--- config.mk ---
export PLATFORM = sky130hd
export DESIGN_NAME = buf_ram_streamer_flat
export DESIGN_NICKNAME = d
export VERILOG_FILES = /design/src/rtl/buf_ram_streamer_if.sv /design/src/rtl/buf_ram_streamer.sv /design/src/flat_wrapper.sv
export SDC_FILE = /design/constraint.sdc
export NUM_CORES = 1
export LEC_CHECK = 0
export CORE_UTILIZATION = 53
export DETAILED_ROUTE_END_ITERATION = 10
export PLACE_DENSITY = 0.91
export SYNTH_ARGS = -nofsm -noshare
export SYNTH_HDL_FRONTEND = slang
export SYNTH_SLANG_ARGS = --single-unit
--- constraint.sdc ---
create_clock -name clk -period 2.7 [get_ports clk]
set_clock_uncertainty 0.2 [all_clocks]
set_input_delay 0.54 -clock clk [delete_from_list [all_inputs] [get_ports clk]]
set_output_delay 0.54 -clock clk [all_outputs]
set_load 0.02 [all_outputs]
--- src/rtl/buf_ram_streamer_if.sv ---
// Byte stream handshake bundle: valid/ready with a last-beat marker.
// The master drives data and valid; the slave drives ready.
interface buf_ram_streamer_if #(
    parameter int DATA_W = 8
);
    logic              m_valid;
    logic [DATA_W-1:0] m_data;
    logic              m_last;
    logic              m_ready;

    modport master (output m_valid, output m_data, output m_last, input m_ready);
    modport slave  (input m_valid, input m_data, input m_last, output m_ready);
endinterface

--- src/rtl/buf_ram_streamer.sv ---
// Streams LEN consecutive bytes from a 1-cycle-latency buffer RAM as a valid/ready
// byte stream, absorbing RAM latency and backpressure through a 2-entry output FIFO.
module buf_ram_streamer #(
    parameter int ADDR_W = 9,
    parameter int DATA_W = 8
) (
    input  logic              clk,
    input  logic              rst_n,
    input  logic              start,
    input  logic [ADDR_W-1:0] start_addr,
    input  logic [ADDR_W:0]   len,
    output logic              busy,
    output logic              done,
    output logic [ADDR_W-1:0] ram_addr,
    output logic              ram_wen,
    input  logic [DATA_W-1:0] ram_rdata,
    buf_ram_streamer_if.master m_if
);

    typedef enum logic [1:0] {
        IDLE  = 2'd0,
        RUN   = 2'd1,
        FLUSH = 2'd2
    } state_e;

    localparam logic [ADDR_W:0]   LEN_ONE  = {{ADDR_W{1'b0}}, 1'b1};
    localparam logic [ADDR_W-1:0] ADDR_ONE = {{(ADDR_W-1){1'b0}}, 1'b1};

    state_e            state_q, state_d;
    logic [ADDR_W-1:0] addr_q, addr_d;
    logic [ADDR_W-1:0] ram_addr_q, ram_addr_d;
    logic [ADDR_W:0]   remaining_q, remaining_d;
    logic              inflight_q, inflight_d;
    logic              inflight_last_q, inflight_last_d;
    logic              done_q, done_d;

    logic              head_valid_q, head_valid_d;
    logic [DATA_W-1:0] head_data_q, head_data_d;
    logic              head_last_q, head_last_d;
    logic              tail_valid_q, tail_valid_d;
    logic [DATA_W-1:0] tail_data_q, tail_data_d;
    logic              tail_last_q, tail_last_d;

    logic              pop;
    logic              push;
    logic              issue;
    logic [1:0]        occupancy;

    assign pop       = head_valid_q & m_if.m_ready;
    assign push      = inflight_q;
    assign occupancy = {1'b0, head_valid_q} + {1'b0, tail_valid_q} + {1'b0, inflight_q};

    // A full pipeline (2 slots committed) may still issue when a beat leaves this cycle.
    assign issue = (state_q == RUN) && (remaining_q != '0) &&
                   ((occupancy < 2'd2) || ((occupancy == 2'd2) && pop));

    // The RAM registers its address on the edge, so the issuing address goes out combinationally.
    assign ram_addr = issue ? addr_q : ram_addr_q;
    assign ram_wen  = 1'b0;
    assign busy     = (state_q != IDLE);
    assign done     = done_q;

    assign m_if.m_valid = head_valid_q;
    assign m_if.m_data  = head_data_q;
    assign m_if.m_last  = head_last_q;

    always_comb begin
        // NOTE: every always_comb output gets a default first so no path can infer a latch.
        state_d         = state_q;
        addr_d          = addr_q;
        ram_addr_d      = ram_addr_q;
        remaining_d     = remaining_q;
        inflight_d      = issue;
        inflight_last_d = inflight_last_q;
        done_d          = 1'b0;

        case (state_q)
            IDLE: begin
                if (start) begin
                    if (len == '0) begin
                        done_d = 1'b1;
                    end else begin
                        state_d     = RUN;
                        remaining_d = len;
                        addr_d      = start_addr;
                    end
                end
            end
            RUN: begin
                if (issue) begin
                    ram_addr_d      = addr_q;
                    addr_d          = addr_q + ADDR_ONE;
                    remaining_d     = remaining_q - LEN_ONE;
                    inflight_last_d = (remaining_q == LEN_ONE);
                    if (remaining_q == LEN_ONE) begin
                        state_d = FLUSH;
                    end
                end
            end
            FLUSH: begin
                if (pop && head_last_q) begin
                    state_d = IDLE;
                    done_d  = 1'b1;
                end
            end
            default: state_d = IDLE;
        endcase
    end

    // Head entry is the registered stream output; tail only fills while the head is stalled.
    always_comb begin
        head_valid_d = head_valid_q;
        head_data_d  = head_data_q;
        head_last_d  = head_last_q;
        tail_valid_d = tail_valid_q;
        tail_data_d  = tail_data_q;
        tail_last_d  = tail_last_q;

        case ({push, pop})
            2'b01: begin
                head_valid_d = tail_valid_q;
                head_data_d  = tail_data_q;
                head_last_d  = tail_last_q;
                tail_valid_d = 1'b0;
            end
            2'b10: begin
                if (!head_valid_q) begin
                    head_valid_d = 1'b1;
                    head_data_d  = ram_rdata;
                    head_last_d  = inflight_last_q;
                end else begin
                    tail_valid_d = 1'b1;
                    tail_data_d  = ram_rdata;
                    tail_last_d  = inflight_last_q;
                end
            end
            2'b11: begin
                if (tail_valid_q) begin
                    head_data_d = tail_data_q;
                    head_last_d = tail_last_q;
                    tail_data_d = ram_rdata;
                    tail_last_d = inflight_last_q;
                end else begin
                    head_data_d = ram_rdata;
                    head_last_d = inflight_last_q;
                end
            end
            default: ;
        endcase
    end

    // NOTE: sequential state uses non-blocking assignments so every register sees pre-edge values.
    always_ff @(posedge clk or negedge rst_n) begin
        if (!rst_n) begin
            state_q         <= IDLE;
            addr_q          <= '0;
            ram_addr_q      <= '0;
            remaining_q     <= '0;
            inflight_q      <= 1'b0;
            inflight_last_q <= 1'b0;
            done_q          <= 1'b0;
            head_valid_q    <= 1'b0;
            head_data_q     <= '0;
            head_last_q     <= 1'b0;
            tail_valid_q    <= 1'b0;
            tail_data_q     <= '0;
            tail_last_q     <= 1'b0;
        end else begin
            state_q         <= state_d;
            addr_q          <= addr_d;
            ram_addr_q      <= ram_addr_d;
            remaining_q     <= remaining_d;
            inflight_q      <= inflight_d;
            inflight_last_q <= inflight_last_d;
            done_q          <= done_d;
            head_valid_q    <= head_valid_d;
            head_data_q     <= head_data_d;
            head_last_q     <= head_last_d;
            tail_valid_q    <= tail_valid_d;
            tail_data_q     <= tail_data_d;
            tail_last_q     <= tail_last_d;
        end
    end

endmodule

--- src/flat_wrapper.sv ---
// flat-port wrapper written by rule: the top's interface ports become plain ports
module buf_ram_streamer_flat 
#(
    parameter int ADDR_W = 9,
    parameter int DATA_W = 8
)
  (clk, rst_n, start, start_addr, len, busy, done, ram_addr, ram_wen, ram_rdata, m_if_m_valid, m_if_m_data, m_if_m_last, m_if_m_ready);
  buf_ram_streamer_if #(.DATA_W(DATA_W)) m_if_i ();
  input  logic clk;
  input  logic rst_n;
  input  logic start;
  input  logic [ADDR_W-1:0] start_addr;
  input  logic [ADDR_W:0] len;
  output logic busy;
  output logic done;
  output logic [ADDR_W-1:0] ram_addr;
  output logic ram_wen;
  input  logic [DATA_W-1:0] ram_rdata;
  output wire logic [$bits(m_if_i.m_valid)-1:0] m_if_m_valid;
  output wire logic [$bits(m_if_i.m_data)-1:0] m_if_m_data;
  output wire logic [$bits(m_if_i.m_last)-1:0] m_if_m_last;
  input wire logic [$bits(m_if_i.m_ready)-1:0] m_if_m_ready;
  assign m_if_m_valid = m_if_i.m_valid;
  assign m_if_m_data = m_if_i.m_data;
  assign m_if_m_last = m_if_i.m_last;
  assign m_if_i.m_ready = m_if_m_ready;
  buf_ram_streamer #(.ADDR_W(ADDR_W), .DATA_W(DATA_W)) u_core (.clk(clk), .rst_n(rst_n), .start(start), .start_addr(start_addr), .len(len), .busy(busy), .done(done), .ram_addr(ram_addr), .ram_wen(ram_wen), .ram_rdata(ram_rdata), .m_if(m_if_i));
endmodule
==> results of run 1 <==
-- report_power, final --
group	internal [W]	switching, W
Clock	0.000303	0.000259
Combinational	0.00162	0.00163
Sequential	0.00117	0.000253
Total	0.00309	0.00214
-- critical path, stage by stage (launching register included) --
cell,delay [ns]
dfrtp_2,0.38
inv_2,0.05
fa_1,0.59
a31oi_4,0.11
a21oi_2,0.19
nand4_1,0.16
buf_12,0.20
mux2_4,0.29
buf_2,0.16
-- state kept, by name, summed over array words and instances (netlist names), 2 cells and up --
name	cells
u_core.addr_q	9
u_core.state_q	2
u_core.tail_data_q	8
u_core.m_if.m_data	8
u_core.remaining_q	10
u_core.ram_addr_q	9
-- logic make-up after synthesis --
group / count (synthesis)
AO/OA/AOI/OAI: 91
adder cells (fa/ha/maj): 7
other: 1
AND/OR/NAND/NOR: 82
multiplexers: 29
flip-flops: 53
buffers and inverters: 31
-- per-layer routing --
| metal | vias up | global-route usage | part of all wire |
|---|---|---|---|
| met3 | 18 | 0.0563 | 0.061 |
| met1 | 1346 | 0.357 | 0.41 |
| met2 | 129 | 0.476 | 0.51 |
| met5 | - | 0 | 0 |
| li1 | 1271 | - | - |
| met4 | 0 | 0.0615 | 0.014 |
-- metrics by stage --
step	instances	instance area [sq um]	TNS [ns]
floorplan	294	2980	0
global placement	438	3820	-6.35
detailed placement	438	3820	-6.60
CTS	448	3940	-4.05
global route	448	3970	-5.11
finish	448	3970	-4.13
-- worst min path at each step --
stage	endpoint	slack, ns	depth (start not counted)
floorplan	u_core.addr_q[0]$_DFFE_PN0P_	0.04	0
global placement	u_core.m_if.m_data[4]$_DFFE_PN0P_	0.25	1
detailed placement	u_core.m_if.m_data[4]$_DFFE_PN0P_	0.26	1
CTS	u_core.m_if.m_data[1]$_DFFE_PN0P_	0.29	2
global route	u_core.m_if.m_data[1]$_DFFE_PN0P_	0.31	2
finish	u_core.m_if.m_data[2]$_DFFE_PN0P_	0.29	2
-- placed cells by master (no fill, tap or decap), types with 8 or more instances in the layout --
cell	synthesis	layout
dfrtp_1	53	52
a21oi_1	20	19
a41oi_1	13	13
mux2_4	0	9
clkdlybuf4s50_1	0	41
inv_1	9	8
nand2_1	30	30
buf_4	4	44
o21ai_0	23	23
nor2_1	9	9
a22oi_1	9	9
mux2_2	9	9
mux2_1	19	10
nand3_1	9	9
-- what timing repair did --
item                       4_1_cts  5_1_grt
setup buffers                    1        0
pin swaps                        2        0
gates resized for setup         45        6
hold endpoints to repair        13        0
hold buffers                     1        0
setup endpoints to repair        9        9
-- area by class of cell --
type | count | area, sq um | area share
Clock buffer | 7 | 86.3 | 0.0218
Timing Repair Buffer | 98 | 878 | 0.221
Tap cell | 70 | 87.6 | 0.0221
Sequential cell | 53 | 1330 | 0.334
Inverter | 9 | 33.8 | 0.00851
Clock inverter | 1 | 30.0 | 0.00757
Multi-Input combinational cell | 210 | 1530 | 0.384
==> flow_metrics.env, run 1 <==
export IMPL_yosys_mux_area_fraction=0.111
export IMPL_syn_to_final_growth_pct=34.9
export IMPL_synth_area_sq_um=2940
export IMPL_root_buffer="clkbuf_8"
export IMPL_portBuffers=51
export IMPL_drcViolationCount=0
export IMPL_crit_path_end_kind="primary output"
export IMPL_clk_insertion_delay_late_ns=0.30
export IMPL_synthAdderAreaFrac=0.0323
export IMPL_synth_seq_area_share=0.451
export IMPL_hpwl_um=5280
export IMPL_p_leak_nw=1.73
export IMPL_syn_inst=294
export IMPL_gp_congestion=0.873
export IMPL_r2r_end="u_core.ram_addr_q[3]$_DFFE_PN0N_"
export IMPL_hp_class="reg -> reg"
export IMPL_worst_setup_path_type="reg -> out"
export IMPL_syn_nets=332
export IMPL_fmax_mhz=315
export IMPL_slew_violations=0
export IMPL_setup_viol=9
export IMPL_initial_core_util=0.562
export IMPL_synth_simple_area_share=0.152
export IMPL_synth_top_family_by_area="compound AO/OA/AOI/OAI gates"
export IMPL_synth_edf_count=0
export IMPL_startpoint_type="register"
export IMPL_cp_startpoint="u_core.m_if.m_valid$_DFFE_PN0P_"
export IMPL_status="finished, violations left"
export IMPL_core_rowCount=26
export IMPL_synth_async_reset_ratio=1.00
export IMPL_holdWs_ns=0.289
export IMPL_place_ws_ns=-0.746
export IMPL_path_clk_slew_ns=0.09
export IMPL_track_usage=0.276
export IMPL_yosys_area_top_type="dfrtp_1"
export IMPL_layout_drive_gt1_share=0.257
export IMPL_r2r_setup_slack_ns=0.24
export IMPL_drtIter0Drc=219
export IMPL_routedWlPerCell_um=17.0
export IMPL_cts_buffers=5
export IMPL_worstPathMaxFanout=14
export IMPL_hold_violations=0
export IMPL_worst_pin_slew_ns=0.670
export IMPL_grt_setup_unrepaired="yes"
export IMPL_p_per_area_nw_per_um2=1320
export IMPL_die_height_um=76.5
export IMPL_cts_buffer_depth=2
export IMPL_reg2reg_from="u_core.m_if.m_valid$_DFFE_PN0P_"
export IMPL_period_minus_slack_ns=3.17
export IMPL_ant_nets=0
export IMPL_grt_max_degree=26
export IMPL_slew_headroom=0.550
export IMPL_worstPathArrival_ns=2.43
export IMPL_synth_top_area_frac=0.451
export IMPL_io_pins=53
export IMPL_yosys_warnings=0
export IMPL_antenna_found_initial=0
export IMPL_power_w=0.00523
export IMPL_drv_cap=0
export IMPL_fillers=369
export IMPL_synth_compound_area_share=0.203
export IMPL_drt_pass1_iterations=5
export IMPL_grt_first_pass_wirelength_um=13100
export IMPL_die_w_um=76.5
export IMPL_utilization=0.758
export IMPL_yosysMostFrequentCell="dfrtp_1"
export IMPL_cts_htree_levels=2
export IMPL_required_ns=1.96
export IMPL_grt_pass1_vias=2749
export IMPL_synthFlopType="dfrtp_1"
export IMPL_num_antenna_cells=0
export IMPL_ir_drop_mv=0.678
export IMPL_cts_tree="built"
export IMPL_coreArea_sq_um=5240
export IMPL_ys_types=54
export IMPL_fin_crit_sh=1.17
export IMPL_synth_xor_area_share=0
export IMPL_reg2reg_depth=8
export IMPL_synth_avg_cell_area_sq_um=10.0
export IMPL_vias_per_cell=6.17
export IMPL_violations="setup timing"
export IMPL_synth_area_leaders="dfrtp_1, mux2_1, o21ai_0"
export IMPL_fin_nets=415
export IMPL_routed_wl_um=7610
export IMPL_vias=2764
export IMPL_worstHoldStart="u_core.m_if.m_data[2]$_DFFE_PN0P_"
export IMPL_crit_path_end="ram_addr[7]"
export IMPL_setup_ws_ns=-0.470
export IMPL_synth_common_cells="dfrtp_1, nand2_1, o21ai_0"
export IMPL_overflow=0
export IMPL_dieArea_sq_um=5850
export IMPL_cts_sinks=53
export IMPL_synth_ff_latch_count=53
(Power assumes the default switching activity.)
==> run 2: changes to the inputs <==
--- a/config.mk
+++ b/config.mk
@@ -8,6 +8,7 @@
 export CORE_UTILIZATION = 53
 export DETAILED_ROUTE_END_ITERATION = 10
 export PLACE_DENSITY = 0.91
+export SLEW_MARGIN = 20
 export SYNTH_ARGS = -nofsm -noshare
 export SYNTH_HDL_FRONTEND = slang
 export SYNTH_SLANG_ARGS = --single-unit
==> constraint.sdc (replaced) <==
create_clock -name clk -period 2.7 [get_ports clk]
set_clock_uncertainty 0.2 [all_clocks]
set_input_delay 0.54 -clock clk [delete_from_list [all_inputs] [get_ports clk]]
set_output_delay 0.54 -clock clk [all_outputs]
set_load 0.1 [all_outputs]
==> flow_metrics.env, run 2 (synthesis results as in run 1) <==
export IMPL_crit_path_end_kind="primary output"
export IMPL_routed_wl_um=7340
export IMPL_violations="setup timing"
export IMPL_worstPathArrival_ns=2.45
export IMPL_worst_pin_slew_ns=0.758
export IMPL_hold_violations=0
export IMPL_die_height_um=76.5
export IMPL_layout_drive_gt1_share=0.262
export IMPL_hpwl_um=5120
export IMPL_slew_headroom=0.491
export IMPL_period_minus_slack_ns=3.19
export IMPL_core_rowCount=26
export IMPL_hp_class="in -> async"
export IMPL_grt_setup_unrepaired="yes"
export IMPL_clk_insertion_delay_late_ns=0.31
export IMPL_setup_ws_ns=-0.489
export IMPL_routedWlPerCell_um=17.0
export IMPL_drtIter0Drc=199
export IMPL_drv_cap=0
export IMPL_cts_tree="built"
export IMPL_cpMostUsedCell="buf_12"
export IMPL_cp_startpoint="u_core.inflight_q$_DFF_PN0_"
export IMPL_reg2reg_depth=8
export IMPL_dieArea_sq_um=5850
export IMPL_num_antenna_cells=0
export IMPL_setup_viol=9
export IMPL_largest_reg_flops=10
export IMPL_fin_crit_sh=1.18
export IMPL_startpoint_type="register"
export IMPL_ant_nets=0
export IMPL_stdcell_area_sq_um=3890
export IMPL_crit_cells=8
export IMPL_worst_setup_path_type="reg -> out"
export IMPL_vias=2692
export IMPL_r2r_end="u_core.ram_addr_q[2]$_DFFE_PN0N_"
export IMPL_crit_chain="inv_2 > fa_1 > a31oi_4 > a21oi_2 > nand4_1 > buf_12 > mux2_4 > buf_12"
export IMPL_portBuffers=51
export IMPL_drt_pass1_iterations=4
export IMPL_coreArea_sq_um=5240
export IMPL_track_usage=0.262
export IMPL_overflow=0
export IMPL_path_clk_slew_ns=0.10
export IMPL_io_pins=53
export IMPL_drcViolationCount=0
export IMPL_r2r_setup_slack_ns=0.28
export IMPL_cts_hold_buffers=0
export IMPL_layout_common_cells="dfrtp_1, buf_4, nand2_1"
export IMPL_cts_htree_levels=2
export IMPL_largest_register="u_core.remaining_q"
export IMPL_gp_congestion=0.911
export IMPL_post_dp_cell_area_sq_um=3780
export IMPL_worstPathMaxFanout=15
export IMPL_cts_buffer_depth=2
export IMPL_required_ns=1.96
export IMPL_cp_top_family="adder cells"
export IMPL_slowest_delay_ns=0.58
export IMPL_syn_to_final_growth_pct=32.2
export IMPL_grt_max_degree=54
export IMPL_crit_path_end="ram_addr[1]"
export IMPL_die_w_um=76.5
export IMPL_initial_core_util=0.562
export IMPL_grt_pass1_vias=2654
export IMPL_cts_sinks=53
export IMPL_cts_buffers=5
export IMPL_fmax_mhz=314
export IMPL_status="finished, violations left"
export IMPL_vias_per_cell=6.23
export IMPL_crit_buf_inv=3
export IMPL_antenna_found_initial=0
export IMPL_final_common_cell="dfrtp_1"
export IMPL_reg2reg_from="u_core.inflight_q$_DFF_PN0_"
export IMPL_reg_top3="u_core.remaining_q (10), u_core.addr_q (9), u_core.ram_addr_q (9)"
export IMPL_fin_nets=399
export IMPL_grt_first_pass_wirelength_um=12400
export IMPL_root_buffer="clkbuf_8"
export IMPL_slew_violations=0
export IMPL_critPathSlowestCell="fa_1"
-- run 2: cell count changes in the layout (fill, tap and decap cells not counted), sizes merged --
cell	change
clkbuf	-1
clkdlybuf4s50	-12
bufinv	-1
clkinv	+1
inv	+1
dlygate4sd3	-1
buf	-3
-- run 2: cell type report --
class	count	area, sq um
Clock inverter	2	13.8
Multi-Input combinational cell	210	1530
Fill cell	393	1350
Inverter	9	36.3
Tap cell	70	87.6
Clock buffer	6	72.6
Sequential cell	53	1330
Timing Repair Buffer	82	823
-- run 2: per-layer routing --
layer	vias up	track usage	wire length, um	share of wire
met5	-	0	0	0
met1	1328	0.332	3070	0.42
met4	0	0.0731	56	0.0076
met3	8	0.0431	441	0.060
met2	118	0.459	3770	0.51
li1	1238	-	-	-
-- run 2: stage by stage --
stage	hold slack (ns)	setup slack, ns	instances	setup TNS, ns	utilization
after floorplan	0.0444	-0.205	294	-1.85	-
after global placement	0.263	-0.419	423	-3.76	0.721
after detailed placement	0.279	-0.439	423	-3.89	0.721
after CTS	0.162	-0.510	432	-4.53	0.741
after global routing	0.205	-0.558	432	-4.97	0.742
final	0.134	-0.489	432	-4.33	0.742
-- run 2: what timing repair did --
item                                    in CTS  in global routing
endpoints found under the hold margin        0                  0
buffers inserted                             1                  0
gates cloned                                 0                  0
endpoints found under the setup margin       9                  9
pin swaps                                    1                  0
resized for setup                            2                  2
-- run 2: worst reg2reg max path, stage by stage (launching register included) --
cell and delay, ns:
dfrtp_1 0.38, inv_2 0.05, fa_1 0.58, a31oi_4 0.11, a21oi_2 0.17, nand4_1 0.15, buf_12 0.20, buf_4 0.16
mux2_1 0.31
-- run 2: how the worst min path moves through the flow --
| stage | from | end | slack (ns) |
|---|---|---|---|
| floorplan | rst_n | u_core.addr_q[0]$_DFFE_PN0P_ | 0.04 |
| global placement | u_core.m_if.m_data[4]$_DFFE_PN0P_ | u_core.m_if.m_data[4]$_DFFE_PN0P_ | 0.26 |
| detailed placement | u_core.m_if.m_data[4]$_DFFE_PN0P_ | u_core.m_if.m_data[4]$_DFFE_PN0P_ | 0.28 |
| CTS | rst_n | u_core.state_q[0]$_DFFE_PN0P_ | 0.16 |
| global route | rst_n | u_core.tail_valid_q$_DFFE_PN0P_ | 0.20 |
| finish | rst_n | u_core.tail_valid_q$_DFFE_PN0P_ | 0.13 |
Power of run 2 is left out: the tool's default activity adds up to more than one toggle a clock period on the data nets, which glitch-free logic cannot reach.
==> run 3: changes to the inputs <==
--- a/config.mk
+++ b/config.mk
@@ -5,6 +5,7 @@
 export SDC_FILE = /design/constraint.sdc
 export NUM_CORES = 1
 export LEC_CHECK = 0
+export CAP_MARGIN = 0
 export CORE_UTILIZATION = 53
 export DETAILED_ROUTE_END_ITERATION = 10
 export PLACE_DENSITY = 0.91
==> constraint.sdc (replaced) <==
create_clock -name clk -period 3.36 [get_ports clk]
set_clock_uncertainty 0.2 [all_clocks]
set_input_delay 0.84 -clock clk [delete_from_list [all_inputs] [get_ports clk]]
set_output_delay 0.84 -clock clk [all_outputs]
set_load 0.1 [all_outputs]
==> flow_metrics.env, run 3 (synthesis results as in run 1) <==
export IMPL_num_antenna_cells=0
export IMPL_track_usage=0.274
export IMPL_crit_path_end_kind="primary output"
export IMPL_post_dp_cell_area_sq_um=3720
export IMPL_drtIter0Drc=192
export IMPL_worst_setup_path_type="reg -> out"
export IMPL_hold_violations=0
export IMPL_path_clk_slew_ns=0.10
export IMPL_startpoint_type="register"
export IMPL_worstPathArrival_ns=2.55
export IMPL_die_height_um=76.5
export IMPL_vias=2754
export IMPL_core_rowCount=26
export IMPL_layout_common_cells="dfrtp_1, buf_4, nand2_1"
export IMPL_cts_sinks=53
export IMPL_reg_top3="u_core.remaining_q (10), u_core.addr_q (9), u_core.ram_addr_q (9)"
export IMPL_cp_top_family="adder cells"
export IMPL_critPathSlowestCell="fa_1"
export IMPL_worst_pin_slew_ns=0.525
export IMPL_hp_class="in -> async"
export IMPL_root_buffer="clkbuf_8"
export IMPL_syn_to_final_growth_pct=35.0
export IMPL_tns_ns=-2.01
export IMPL_violations="setup timing"
export IMPL_finalNonFillerCells=438
export IMPL_cts_buffer_depth=2
export IMPL_grt_max_degree=31
export IMPL_overflow=0
export IMPL_antenna_found_initial=0
export IMPL_setup_ws_ns=-0.231
export IMPL_ant_nets=0
export IMPL_period_minus_slack_ns=3.59
export IMPL_die_w_um=76.5
export IMPL_clk_insertion_delay_late_ns=0.32
export IMPL_routedWlPerCell_um=17.7
export IMPL_drv_cap=0
export IMPL_crit_chain="inv_2 > fa_1 > a31oi_4 > a21oi_2 > nand4_1 > buf_6 > clkbuf_16 > mux2_4 > buf_12"
export IMPL_initial_core_util=0.562
export IMPL_status="finished, violations left"
export IMPL_holdWs_ns=0.209
export IMPL_dp_cells=418
export IMPL_portBuffers=51
export IMPL_drcViolationCount=0
export IMPL_crit_buf_inv=4
export IMPL_grt_first_pass_wirelength_um=12700
export IMPL_required_ns=2.32
export IMPL_worstPathMaxFanout=5
export IMPL_gp_congestion=0.878
export IMPL_dieArea_sq_um=5850
export IMPL_largest_reg_flops=10
export IMPL_vias_per_cell=6.29
export IMPL_fmax_mhz=278
export IMPL_cts_buffers=5
export IMPL_cts_htree_levels=2
export IMPL_fin_crit_sh=1.07
export IMPL_setup_viol=9
export IMPL_largest_register="u_core.remaining_q"
export IMPL_stdcell_area_sq_um=3970
export IMPL_r2r_setup_slack_ns=0.71
export IMPL_hpwl_um=5150
export IMPL_slew_violations=0
export IMPL_final_common_cell="dfrtp_1"
export IMPL_slowest_delay_ns=0.58
export IMPL_slew_headroom=0.650
export IMPL_fin_nets=405
export IMPL_grt_pass1_vias=2698
export IMPL_drt_pass1_iterations=5
export IMPL_cts_tree="built"
export IMPL_grt_setup_unrepaired="yes"
export IMPL_coreArea_sq_um=5240
export IMPL_routed_wl_um=7740
export IMPL_layout_drive_gt1_share=0.280
export IMPL_io_pins=53
run 3: per-stage QoR:
| stage | setup slack, ns | util |
|---|---|---|
| detailed placement | -0.444 | 0.711 |
| CTS | -0.185 | 0.741 |
| global route | -0.289 | 0.758 |
| floorplan | 0.0263 | - |
| finish | -0.231 | 0.758 |
| global placement | -0.395 | 0.711 |
run 3: worst paths after layout:
check | start | to | depth (start not counted)
worst max register to register | u_core.inflight_q$_DFF_PN0_ | u_core.ram_addr_q[4]$_DFFE_PN0N_ | 10
worst max-delay path | u_core.inflight_q$_DFF_PN0_ | ram_addr[4] | 9
min in group clk | u_core.m_if.m_data[6]$_DFFE_PN0P_ | u_core.m_if.m_data[6]$_DFFE_PN0P_ | 2
max in group asynchronous | rst_n | u_core.addr_q[4]$_DFFE_PN0P_ | 2
worst min register to register | u_core.m_if.m_data[6]$_DFFE_PN0P_ | u_core.m_if.m_data[6]$_DFFE_PN0P_ | 2
worst min-delay path | rst_n | u_core.m_if.m_data[1]$_DFFE_PN0P_ | 1
run 3: final cells by class:
cell class / count / area [sq um]
well taps: 70 / 87.6
repair buffers: 88 / 875
clock inverters: 1 / 7.51
multi-input cells: 210 / 1560
inverters: 9 / 33.8
flip-flops and latches: 53 / 1330
fillers: 350 / 1270
clock buffers: 7 / 76.3
run 3: repair_timing:
| item | 4_1_cts | 5_1_grt |
|---|---|---|
| pin swaps | 8 | 4 |
| endpoints found under the setup margin | 9 | 9 |
| cloned | 0 | 1 |
| setup buffers | 6 | 5 |
| hold buffers | 0 | 0 |
| resized for setup | 16 | 6 |
run 3: metal layers:
metal	vias to the layer above	routed length [um]	track usage
met5	-	0	0
met4	0	157	0.112
met3	20	530	0.0599
met2	140	3980	0.466
met1	1342	3070	0.336
li1	1252	-	-
Power of run 3 is left out for the same reason.
